==> src/rtl/clock_mod_counter_pkg.sv <==
// clock_cnt_pkg: encodings, field moduli and BCD conversion shared by the clock counters.
package clock_cnt_pkg;
   typedef enum logic {BIN, BCD} enc_e;
   localparam int SEC_MODULUS = 60;
   localparam int MIN_MODULUS = 60;
   localparam int HOUR24_MODULUS = 24;
   localparam int HOUR12_MODULUS = 12;
   function automatic int to_bcd(input int v);
      int r;
      int x;
      r = 0;
      x = v;
      for (int i = 0; i < 8; i++) begin
         r = r | ((x % 10) << (4 * i));
         x = x / 10;
      end
      return r;
   endfunction
endpackage

==> src/rtl/clock_mod_counter_bcd_step.sv <==
// bcd_step: one BCD digit incremented or decremented when ci is set, with carry/borrow out.
module bcd_step (
   input  logic [3:0] d,
   input  logic       dir,
   input  logic       ci,
   output logic [3:0] q,
   output logic       co
);
   logic at_edge;
   always_comb begin
      at_edge = dir ? (d == 4'd0) : (d == 4'd9);
      co = ci && at_edge;
      q = !ci ? d : at_edge ? (dir ? 4'd9 : 4'd0) : dir ? d - 4'd1 : d + 4'd1;
   end
endmodule

==> src/rtl/clock_mod_counter.sv <==
// clock_mod_counter: cascadable modulo counter stage, up/down, preset load with range check.
// Packed BCD when CLOCK_CNT_BCD_EN is defined, plain binary otherwise.
module clock_mod_counter
   import clock_cnt_pkg::*;
#(
   parameter int MODULUS = SEC_MODULUS,
   parameter int BASE = 0,
   parameter int WIDTH = 8
) (
   input  logic             clk,
   input  logic             _CR,
   input  logic             cin,
   input  logic             dir,
   input  logic             PE,
   input  logic [WIDTH-1:0] pre_val,
   output logic [WIDTH-1:0] value,
   output logic             cout,
   output logic             load_err
);
`ifdef CLOCK_CNT_BCD_EN
   localparam enc_e ENC = BCD;
`else
   localparam enc_e ENC = BIN;
`endif
   localparam int LO = (ENC == BCD) ? to_bcd(BASE) : BASE;
   localparam int HI = (ENC == BCD) ? to_bcd(BASE + MODULUS - 1) : BASE + MODULUS - 1;
   localparam logic [WIDTH-1:0] LO_V = LO[WIDTH-1:0];
   localparam logic [WIDTH-1:0] HI_V = HI[WIDTH-1:0];
   if (MODULUS < 2) begin : g_chk_mod
      $error("clock_mod_counter: MODULUS must be at least 2");
   end
   if (WIDTH < 31 && HI >= (1 << WIDTH)) begin : g_chk_fit
      $error("clock_mod_counter: BASE+MODULUS-1 does not fit in WIDTH");
   end
   logic [WIDTH-1:0] value_q, value_d, step_v;
   logic             cout_q, cout_d, load_err_q, load_err_d;
   logic             in_range, pre_ok, wrap;
   assign in_range = (pre_val >= LO_V) && (pre_val <= HI_V);
`ifdef CLOCK_CNT_BCD_EN
   localparam int N = WIDTH / 4;
   if (WIDTH % 4 != 0) begin : g_chk_bcd
      $error("clock_mod_counter: WIDTH must be a multiple of 4 in BCD builds");
   end
   logic [N:0]   c;
   logic [N-1:0] nib_ok;
   logic         carry_unused;
   assign c[0] = 1'b1;
   assign carry_unused = c[N];
   for (genvar g = 0; g < N; g++) begin : g_nib
      bcd_step u_step (
         .d   (value_q[4*g +: 4]),
         .dir (dir),
         .ci  (c[g]),
         .q   (step_v[4*g +: 4]),
         .co  (c[g+1])
      );
      assign nib_ok[g] = pre_val[4*g +: 4] <= 4'd9;
   end
   assign pre_ok = in_range && (&nib_ok);
`else
   localparam logic [WIDTH-1:0] ONE = 1;
   assign step_v = dir ? value_q - ONE : value_q + ONE;
   assign pre_ok = in_range;
`endif
   always_comb begin
      wrap = dir ? (value_q == LO_V) : (value_q == HI_V);
      value_d = PE ? (pre_ok ? pre_val : LO_V) : cin ? (wrap ? (dir ? HI_V : LO_V) : step_v) : value_q;
      cout_d = !PE && cin && wrap;
      load_err_d = PE && !pre_ok;
   end
   always_ff @(posedge clk or negedge _CR) begin
      if (!_CR) begin
         value_q <= LO_V;
         cout_q <= 1'b0;
         load_err_q <= 1'b0;
      end else begin
         value_q <= value_d;
         cout_q <= cout_d;
         load_err_q <= load_err_d;
      end
   end
   assign value = value_q;
   assign cout = cout_q;
   assign load_err = load_err_q;
endmodule
==> config.mk <==
export PLATFORM = sky130hd
export DESIGN_NAME = clock_mod_counter
export DESIGN_NICKNAME = d
export VERILOG_FILES = /design/src/rtl/clock_mod_counter_pkg.sv /design/src/rtl/clock_mod_counter_bcd_step.sv /design/src/rtl/clock_mod_counter.sv
export SDC_FILE = /design/constraint.sdc
export NUM_CORES = 1
export LEC_CHECK = 0
export CAP_MARGIN = 20
export CELL_PAD_IN_SITES_DETAIL_PLACEMENT = 2
export CELL_PAD_IN_SITES_GLOBAL_PLACEMENT = 2
export CORE_MARGIN = 8
export CORE_UTILIZATION = 31
export CTS_BUF_LIST = sky130_fd_sc_hd__clkbuf_4 sky130_fd_sc_hd__clkbuf_8
export DETAILED_ROUTE_END_ITERATION = 7
export HOLD_SLACK_MARGIN = 0.06
export PLACE_DENSITY_LB_ADDON = 0.1
export SLEW_MARGIN = 20
export SYNTH_ARGS = -nofsm -noshare
export SYNTH_HDL_FRONTEND = slang
export SYNTH_SLANG_ARGS = --single-unit
==> constraint.sdc <==
create_clock -name clk -period 3.8 [get_ports clk]
set_input_delay 0.76 -clock clk [delete_from_list [all_inputs] [get_ports clk]]
set_output_delay 0.76 -clock clk [all_outputs]
set_load 0.03 [all_outputs]
* Word level (Yosys, flattened, before mapping) *
Index checks and enable logic that the tools add are counted.

word-level totals
  logic and storage cells = 23
  output and inout bits = 10
  flip-flop bits (word level) = 10

cells by class
  order comparisons = 2
  reductions and logical operators = 8
  add/sub/neg operators = 2
  eq/ne operators = 1
  multiplexer cells = 7

operators by type and width
  operator               count
  $mux W8                5
  $add A8 B1 Y8 const B  1
  $eq A8 B6 Y1 const B   1
  $ge A8 B1 Y1 const B   1
  $le A8 B6 Y1 const B   1
  $logic_not A8 Y1       1
  $sub A8 B1 Y8 const B  1
  $mux W6                1
  $logic_and A1 B1 Y1    4
  $logic_not A1 Y1       2
  $reduce_bool A2 Y1     1
  $mux W1                1

* Depth between registers and ports, before layout *
Gate-level depths: netlist (run 1).

  depth after elaboration = 5
  mapped depth = 7
  depth with buffers taken out = 7

* Worst setup path before layout (run 1) *
Ideal clock, no wire load.

  path type = input to register
  from = input dir
  to = register value_q[6], in the netlist value[6]
  path slack = 1.523 ns
  arrival = 2.155 ns
  path buffers = 0
  cell stages on the path = 6
  cells stage by stage = ha_1 > nor2b_1 > o31a_1 > o21a_1 > or3_1 > a32o_1

between the ends
  cells in the longest elaborated chain, start to end = 4
  elaborated cells between the ends (all ways) = 5
  those cells by class = mux: 5

RTL lines
  element                                    line                                              RTL
  start: declaration                         clock_mod_counter.sv:13                           input logic dir,
  $mux W8 / $mux W1 (equally long branches)  clock_mod_counter.sv:62, clock_mod_counter.sv:66
  $mux W8 * (3 in series)                    clock_mod_counter.sv:67                           value_d = PE ? (pre_ok ? pre_val : LO_V) : cin ? (wrap ? (dir ? HI_V : LO_V) : step_v) : value_q;
  end signal: assignment                     clock_mod_counter.sv:77                           value_q <= value_d;
  end: declaration                           clock_mod_counter.sv:35                           logic [WIDTH-1:0] value_q, value_d, step_v;

Every way passes the cells marked *; elsewhere a longest branch is shown, timed or not. The select of a mux whose other input is x is not followed.
A chain may end at the register's enable or synchronous reset.

* Worst setup path in the final report (run 1) *
Same ends and word-level chain as after synthesis.

==> implementation parameters, run 1 <==
Parameter                              Value

Setup path
  Worst reg2reg endpoint    value[6]$_DFFE_PN0P_
  Nature of the critical path startpoint    primary input
  Type of the setup path with the least slack    primary input to register
  Reg2Reg Depth    6
  Maximum fanout along the worst path    12
  Required time of the critical path    between 3 and 4 ns
  Worst reg2reg startpoint    value[2]$_DFFE_PN0P_
  Arrival time at the worst endpoint    a little over 3 ns
  Reg2Reg Setup Slack    approximately 1.7 ns
  Category of the worst setup path capture point    register

Final layout
  Area growth syn-to-layout    34.9%
  Non-filler cells in the finished layout    139
  Area of all placed cells without fillers    1080 um^2
  Antenna diode instance count    0
  Number of nets in the layout    around 130
  Layout cells sized above 1    9.17%

Timing
  Slew Viols, Final    0
  Final setup slack of the worst path    around 0.94 ns
  Fraction of the cycle the final worst path needs    75.2%
  Worst slew pin tran    0.704 ns
  Final count of hold timing violations    0
  Rel. slew slack    52.7%
  RSZ-0062 raised after global routing    false
  Highest clock rate    approximately 0.35 GHz
  Post-layout minimum cycle time    2.86 ns
  Final number of setup-violating endpoints    0
  Setup tns final    0 ns
  Setup skew after layout    about 0.0023 ns

Power and ir drop
  Leakage Power    0.453 nW
  Cell area power density    489 nW/um^2
  Power consumption    approximately 0.53 mW
  Worst supply voltage drop on vdd    0.237 mV

Placement
  Count of input and output buffers    22
  DP Wirelength    2140 um
  Gp weighted congestion    0.809
  Cell Area, Placed    1060 um^2
  DP Cell Count    roughly 140
  Pre-CTS worst setup slack    0.637 ns

Job
  Max Cap Viol    0

Routing
  Routed vias    809
  DR WL/cell    18.8 um
  Initial DRC Count    12
  Vias/cell    5.82
  Overall routed net length    2610 um
  Count of unresolved DRC violations after routing    0
  Count of TritonRoute iterations in the first routing pass    3
  Remaining antenna violation count after routing    0

Clocking
  Clock slew at the register clock pins of the worst setup and hold paths    approximately 0.070 ns
  TritonCTS clock tree    built
  Post-CTS setup buffer count    0
  Clock buffer count from CTS    3
  Quantity of hold-fixing buffers added after cts    0
  Number of cells upsized or downsized after cts    0
  Clock Latency Late Sink    0.27 ns
  Clk buf depth    2
  Number of sinks handled by clock tree synthesis    10
  Clock Root Buffer    sky130_fd_sc_hd__clkbuf_4
  Maximum level of the CTS H-tree    1

Synthesis
  Post-synth EDFFs    0
  Most repeated cell in the gate-level netlist after synthesis    sky130_fd_sc_hd__dfrtp_1
  Total of flip-flops plus latches after synthesis    10
  Syn Nets    104
  Most frequent cells after synthesis    sky130_fd_sc_hd__dfrtp_1 (10), sky130_fd_sc_hd__ha_1 (6), sky130_fd_sc_hd__inv_1 (5), sky130_fd_sc_hd__nand2_1 (4), sky130_fd_sc_hd__o21ai_1 (4)
  Post-synth ARST share    100%
  Top_reg_cell synth    sky130_fd_sc_hd__dfrtp_1
  Synth Cell Area    about 800 um^2
  Synth Area per Inst    9.56 um^2
  Number of distinct library cell variants in the gate-level netlist after synthesis    41
  Total of warnings raised by yosys    0
  Top-area cell type share of the netlist area    31.2%
  Number of instances in the synthesized netlist    84
  Ranking of synthesized cells by area    sky130_fd_sc_hd__dfrtp_1 (31%), sky130_fd_sc_hd__ha_1 (9.3%), sky130_fd_sc_hd__a221oi_1 (3.3%)
  Sequential element share of the synthesized area    a little under a third
  Leading area contributor after synthesis    sky130_fd_sc_hd__dfrtp_1

Floorplan
  Die X-Extent    66.9 um
  Standard-cell rows    18
  Core Area    2480 um^2
  Die area    4480 um^2
  Die span in y    66.9 um
  Initial core utilization    32.4%
  Top Ports    23

Global routing
  Vias in the first global route    900
  Wire length of the first global-routing pass    4600 um
  Overflow left after global routing    0
  Total GRT Usage    a little over an eighth
  Largest net degree at the start of global routing    13
  Initial antenna violation count    0

Hold path
  Capture endpoint of the worst hold path    value[7]$_DFFE_PN0P_
  Worst Hold Path Cells    1
  Worst min-delay path startpoint    value[7]$_DFFE_PN0P_
  Worst min-delay path class    register to register

Run status
  Run status    complete, no violations
## power breakdown
group | internal (mW) | switching (mW)
clock | 0.0367 | 0.0395
combinational | 0.131 | 0.160
sequential | 0.129 | 0.0337
## layer usage
metal | routed length, um | global-route usage, % | up-vias
li1 | - | - | 383
met1 | 1140 | 16.0 | 408
met2 | 1290 | 22.3 | 13
met3 | 156 | 4.87 | 5
met4 | 28 | 3.92 | 0
met5 | 0 | 0 | -
## per-stage QoR
stage / util, % / hold slack, ns
5_1_grt: 43.7 / 0.559
3_5_place_dp: 42.8 / 0.513
2_1_floorplan: - / 0.464
4_1_cts: 43.7 / 0.537
6_report: 43.7 / 0.521
3_3_place_gp: 42.8 / 0.520
## worst max-delay path, cell delays in order
cell,delay [ns]
sky130_fd_sc_hd__clkdlybuf4s50_1,0.73
sky130_fd_sc_hd__ha_1,0.36
sky130_fd_sc_hd__nor2b_1,0.17
sky130_fd_sc_hd__o31a_1,0.26
sky130_fd_sc_hd__o21a_1,0.19
sky130_fd_sc_hd__or3_1,0.31
sky130_fd_sc_hd__a32o_1,0.25
## state kept, by name (all words and copies together) (netlist names)
register  flops
value         8
load_err      1
cout          1
## placed cells by master (no fill, tap or decap), types with 3 or more instances in the layout
master / Yosys / routed
sky130_fd_sc_hd__xor2_1: 3 / 3
sky130_fd_sc_hd__inv_1: 5 / 5
sky130_fd_sc_hd__a21oi_1: 3 / 3
sky130_fd_sc_hd__clkbuf_4: 0 / 3
sky130_fd_sc_hd__ha_1: 6 / 6
sky130_fd_sc_hd__a221oi_1: 3 / 3
sky130_fd_sc_hd__nand2_1: 4 / 4
sky130_fd_sc_hd__o21ai_1: 4 / 4
sky130_fd_sc_hd__o31ai_1: 3 / 3
sky130_fd_sc_hd__dfrtp_1: 10 / 10
sky130_fd_sc_hd__clkdlybuf4s50_1: 0 / 22
sky130_fd_sc_hd__nor2_1: 3 / 3
sky130_fd_sc_hd__o21a_1: 3 / 3
sky130_fd_sc_hd__nor3_1: 3 / 3
## cells by family (layout without fill, tap and decap cells)
kind of cell               after synthesis  in the layout  share of synthesized area (%)
AOI/OAI and AO/OA                       33             33                           30.8
xor gates and xnor gates                 4              4                           4.36
adders and majority gates                7              7                           11.8
buffers and inverters                    5             30                           2.34
DFF                                     10             10                           31.2
and+or+nand+nor                         25             25                           19.5
## worst max path at each step
stage | start | end | slack, ns
floorplan | dir | value[6]$_DFFE_PN0P_ | 1.52
global placement | dir | value[7]$_DFFE_PN0P_ | 0.72
detailed placement | dir | value[6]$_DFFE_PN0P_ | 0.64
CTS | dir | value[6]$_DFFE_PN0P_ | 0.92
global route | dir | value[6]$_DFFE_PN0P_ | 0.81
finish | dir | value[6]$_DFFE_PN0P_ | 0.94
## layout make-up
type | instances | area, um^2
Clock buffer | 3 | 22.5
Fill cell | 285 | 1390
Inverter | 5 | 18.8
Multi-Input combinational cell | 69 | 534
Sequential cell | 10 | 250
Tap cell | 30 | 37.5
Timing Repair Buffer | 22 | 220
Note: power is estimated with default switching activity, not from simulation.
==> inputs of run 2 (changes only) <==
--- a/config.mk
+++ b/config.mk
@@ -9,7 +9,7 @@
 export CELL_PAD_IN_SITES_DETAIL_PLACEMENT = 2
 export CELL_PAD_IN_SITES_GLOBAL_PLACEMENT = 2
 export CORE_MARGIN = 8
-export CORE_UTILIZATION = 31
+export CORE_UTILIZATION = 29
 export CTS_BUF_LIST = sky130_fd_sc_hd__clkbuf_4 sky130_fd_sc_hd__clkbuf_8
 export DETAILED_ROUTE_END_ITERATION = 7
 export HOLD_SLACK_MARGIN = 0.06
==> constraint.sdc (replaced) <==
create_clock -name clk -period 2.9 [get_ports clk]
set_input_delay 0.58 -clock clk [delete_from_list [all_inputs] [get_ports clk]]
set_output_delay 0.58 -clock clk [all_outputs]
set_load 0.03 [all_outputs]
==> run 2 against run 1 <==
  * Routed wire length grew 4.1%
  * Sequential power grew 33%
  * Total power grew 37%
  * Clock skew grew 0.0023 ns
  * Setup slack lost 0.57 ns
  * Cell area grew 2.8%
  * Die area grew 5.2%
  * Critical endpoint unchanged
==> implementation parameters, run 2 (synthesis gave the netlist of run 1 again) <==
Parameter                              Value

Clocking
  Quantity of hold-fixing buffers added after cts    0 (unchanged)
  Post-CTS setup buffer count    0 (unchanged)
  Number of sinks handled by clock tree synthesis    10 (unchanged)
  TritonCTS clock tree    built
  Clock Latency Late Sink    0.27 ns (about the same)
  Clock buffer count from CTS    3 (unchanged)
  Number of cells upsized or downsized after cts    0 (unchanged)
  Clock Root Buffer    sky130_fd_sc_hd__clkbuf_4
  Clock slew at the register clock pins of the worst setup and hold paths    0.07 ns (about the same)
  Clk buf depth    2 (unchanged)
  Maximum level of the CTS H-tree    1 (unchanged)

Timing
  Slew Viols, Final    0 (unchanged)
  Final number of setup-violating endpoints    0 (unchanged)
  Worst slew pin tran    0.656 ns (-0.0477 ns)
  RSZ-0062 raised after global routing    false
  Rel. slew slack    55.9% (+3.2 points)
  Fraction of the cycle the final worst path needs    87.1%
  Final setup slack of the worst path    0.376 ns (-0.568 ns)
  Highest clock rate    0.396 GHz
  Post-Route Hold Slack    0.531 ns (+0.0101 ns)
  Setup tns final    0 ns (unchanged)
  Post-layout minimum cycle time    2.52 ns
  Setup skew after layout    0.00467 ns (+0.00232 ns)
  Final count of hold timing violations    0 (unchanged)

Setup path
  Arrival time at the worst endpoint    2.69 ns (-0.33 ns)
  Cell family with most CP delay    compound AO/OA/AOI/OAI gates
  Buffering stage count on the worst path with inverters included    1 (unchanged)
  Maximum fanout along the worst path    6 (-6)
  Required time of the critical path    3.06 ns (-0.91 ns)
  Nature of the critical path startpoint    primary input
  CP Launch Point    dir
  Category of the worst setup path capture point    register
  Worst Setup EP    value[6]$_DFFE_PN0P_
  Worst reg2reg endpoint    value[6]$_DFFE_PN0P_
  Critical path's largest stage delay    0.59 ns (-0.14 ns)
  Worst reg2reg startpoint    value[2]$_DFFE_PN0P_
  Worst path cell trace    clkdlybuf4s50_1 > ha_1 > nor2b_1 > o31a_1 > o21a_1 > or3_1 > a32o_1
  Reg2Reg Depth    6 (unchanged)
  Type of the setup path with the least slack    primary input to register
  Crit path depth    7 (unchanged)
  Reg2Reg Setup Slack    0.77 ns (-0.94 ns)
  Cell with the biggest individual delay on the critical path    sky130_fd_sc_hd__clkdlybuf4s50_1

Routing
  Sum of routed wire segments on met1    1250 um (+10%)
  Remaining antenna violation count after routing    0 (unchanged)
  Initial DRC Count    19 (+7)
  DR WL/cell    19.0 um (+1.2%)
  Routed vias    780 (-3.6%)
  Vias/cell    5.45 (-6.3%)
  Overall routed net length    2720 um (+4.1%)
  Sum of met3 wire segment lengths after detailed routing    180 um (+15%)
  Count of TritonRoute iterations in the first routing pass    4 (+1)
  Met2 wirelength from detailed routing    1290 um (-0.31%)
  Max Used Layer    met3
  Count of unresolved DRC violations after routing    0 (unchanged)

Final layout
  Final-layout fill cell count    302 (+6.0%)
  Flip-flop count of the largest register after layout    8 (unchanged)
  Utilization of the core after routing    41.5% (-2.3 points)
  Most frequent standard cell in the layout excluding fill and tap cells    sky130_fd_sc_hd__clkdlybuf4s50_1
  Number of nets in the layout    133 (+1.5%)
  Area growth syn-to-layout    38.6%
  Layout cells sized above 1    11.6% (+2.4 points)
  Non-filler cells in the finished layout    143 (+2.9%)
  Antenna diode instance count    0 (unchanged)
  Leading cell types in the layout, fill and taps excluded    sky130_fd_sc_hd__clkdlybuf4s50_1 (22), sky130_fd_sc_hd__dfrtp_1 (10), sky130_fd_sc_hd__ha_1 (6)
  Area of all placed cells without fillers    1110 um^2 (+2.8%)

Power and ir drop
  Cell area power density    652 nW/um^2 (+33%)
  Worst supply voltage drop on vdd    0.386 mV (+63%)
  Clock group share of total power    17.8% (+3.4 points)
  Net Sw Frac    42.7% (-1.4 points)
  Leakage Power    0.470 nW (+3.9%)
  Proportion of power drawn by flip-flops and latches    29.6% (-1.0 points)
  Internal power component    0.416 mW (+41%)
  Switching power of the nets    0.310 mW (+33%)
  Power consumption    0.726 mW (+37%)
  Combinational share of power    52.6% (-2.4 points)

Placement
  Cell Area, Placed    1080 um^2 (+1.5%)
  Pre-CTS worst setup slack    0.0676 ns (-0.569 ns)
  DP Wirelength    2190 um (+2.2%)
  Count of input and output buffers    22 (unchanged)
  DP Cell Count    139 (+2.2%)
  Gp weighted congestion    0.766 (-5.4%)

Floorplan
  Die X-Extent    68.6 um (+2.6%)
  Top Ports    23 (unchanged)
  Die area    4710 um^2 (+5.2%)
  Standard-cell rows    19 (+1)
  Die span in y    68.6 um (+2.6%)
  Core Area    2690 um^2 (+8.4%)
  Initial core utilization    29.9% (-2.5 points)

Global routing
  Overflow left after global routing    0 (unchanged)
  Vias in the first global route    877 (-2.6%)
  Total GRT Usage    12.7% (-0.83 points)
  Initial antenna violation count    0 (unchanged)
  Largest net degree at the start of global routing    11 (-2)
  Wire length of the first global-routing pass    4510 um (-2.0%)

Hold path
  Worst min-delay path startpoint    value[7]$_DFFE_PN0P_
  Worst min-delay path class    register to register

Run status
  Run status    complete, no violations

Job
  Max Cap Viol    0 (unchanged)
## run 2: worst min path at each step
stage,end,slack [ns],cells after the start
6_report,value[7]$_DFFE_PN0P_,0.53,1
4_1_cts,value[7]$_DFFE_PN0P_,0.53,1
2_1_floorplan,cout$_DFF_PN0_,0.28,0
3_3_place_gp,value[7]$_DFFE_PN0P_,0.50,1
5_1_grt,value[7]$_DFFE_PN0P_,0.56,1
3_5_place_dp,value[7]$_DFFE_PN0P_,0.51,1
## run 2: power groups by stage
| stage | Sequential, mW | Combinational [mW] | Clock, mW |
|---|---|---|---|
| after floorplan | 0.261 | 0.191 | 0 |
| after global placement | 0.218 | 0.378 | 0 |
| after detailed placement | 0.218 | 0.385 | 0 |
| after CTS | 0.217 | 0.387 | 0.135 |
| after global routing | 0.221 | 0.418 | 0.142 |
| final | 0.215 | 0.382 | 0.129 |
## run 2: layout make-up
type	instances	area (um^2)	area share, %
Timing Repair Buffer	24	235	21.1
Sequential cell	10	250	22.5
Clock buffer	4	36.3	3.26
Inverter	5	18.8	1.69
Multi-Input combinational cell	69	534	48.0
Tap cell	31	38.8	3.48
## run 2: metal layers
layer  vias up  global-route usage (%)
met5         -                       0
met4         0                   0.767
met3         0                    4.52
met2        16                    20.4
met1       381                    16.6
li1        383                       -
## run 2: worst reg2reg max path: stages (launching register included)
cell                      delay, ns
sky130_fd_sc_hd__dfrtp_1       0.45
sky130_fd_sc_hd__ha_1          0.38
sky130_fd_sc_hd__nor2b_1       0.17
sky130_fd_sc_hd__o31a_1        0.26
sky130_fd_sc_hd__o21a_1        0.19
sky130_fd_sc_hd__or3_1         0.32
sky130_fd_sc_hd__a32o_1        0.25
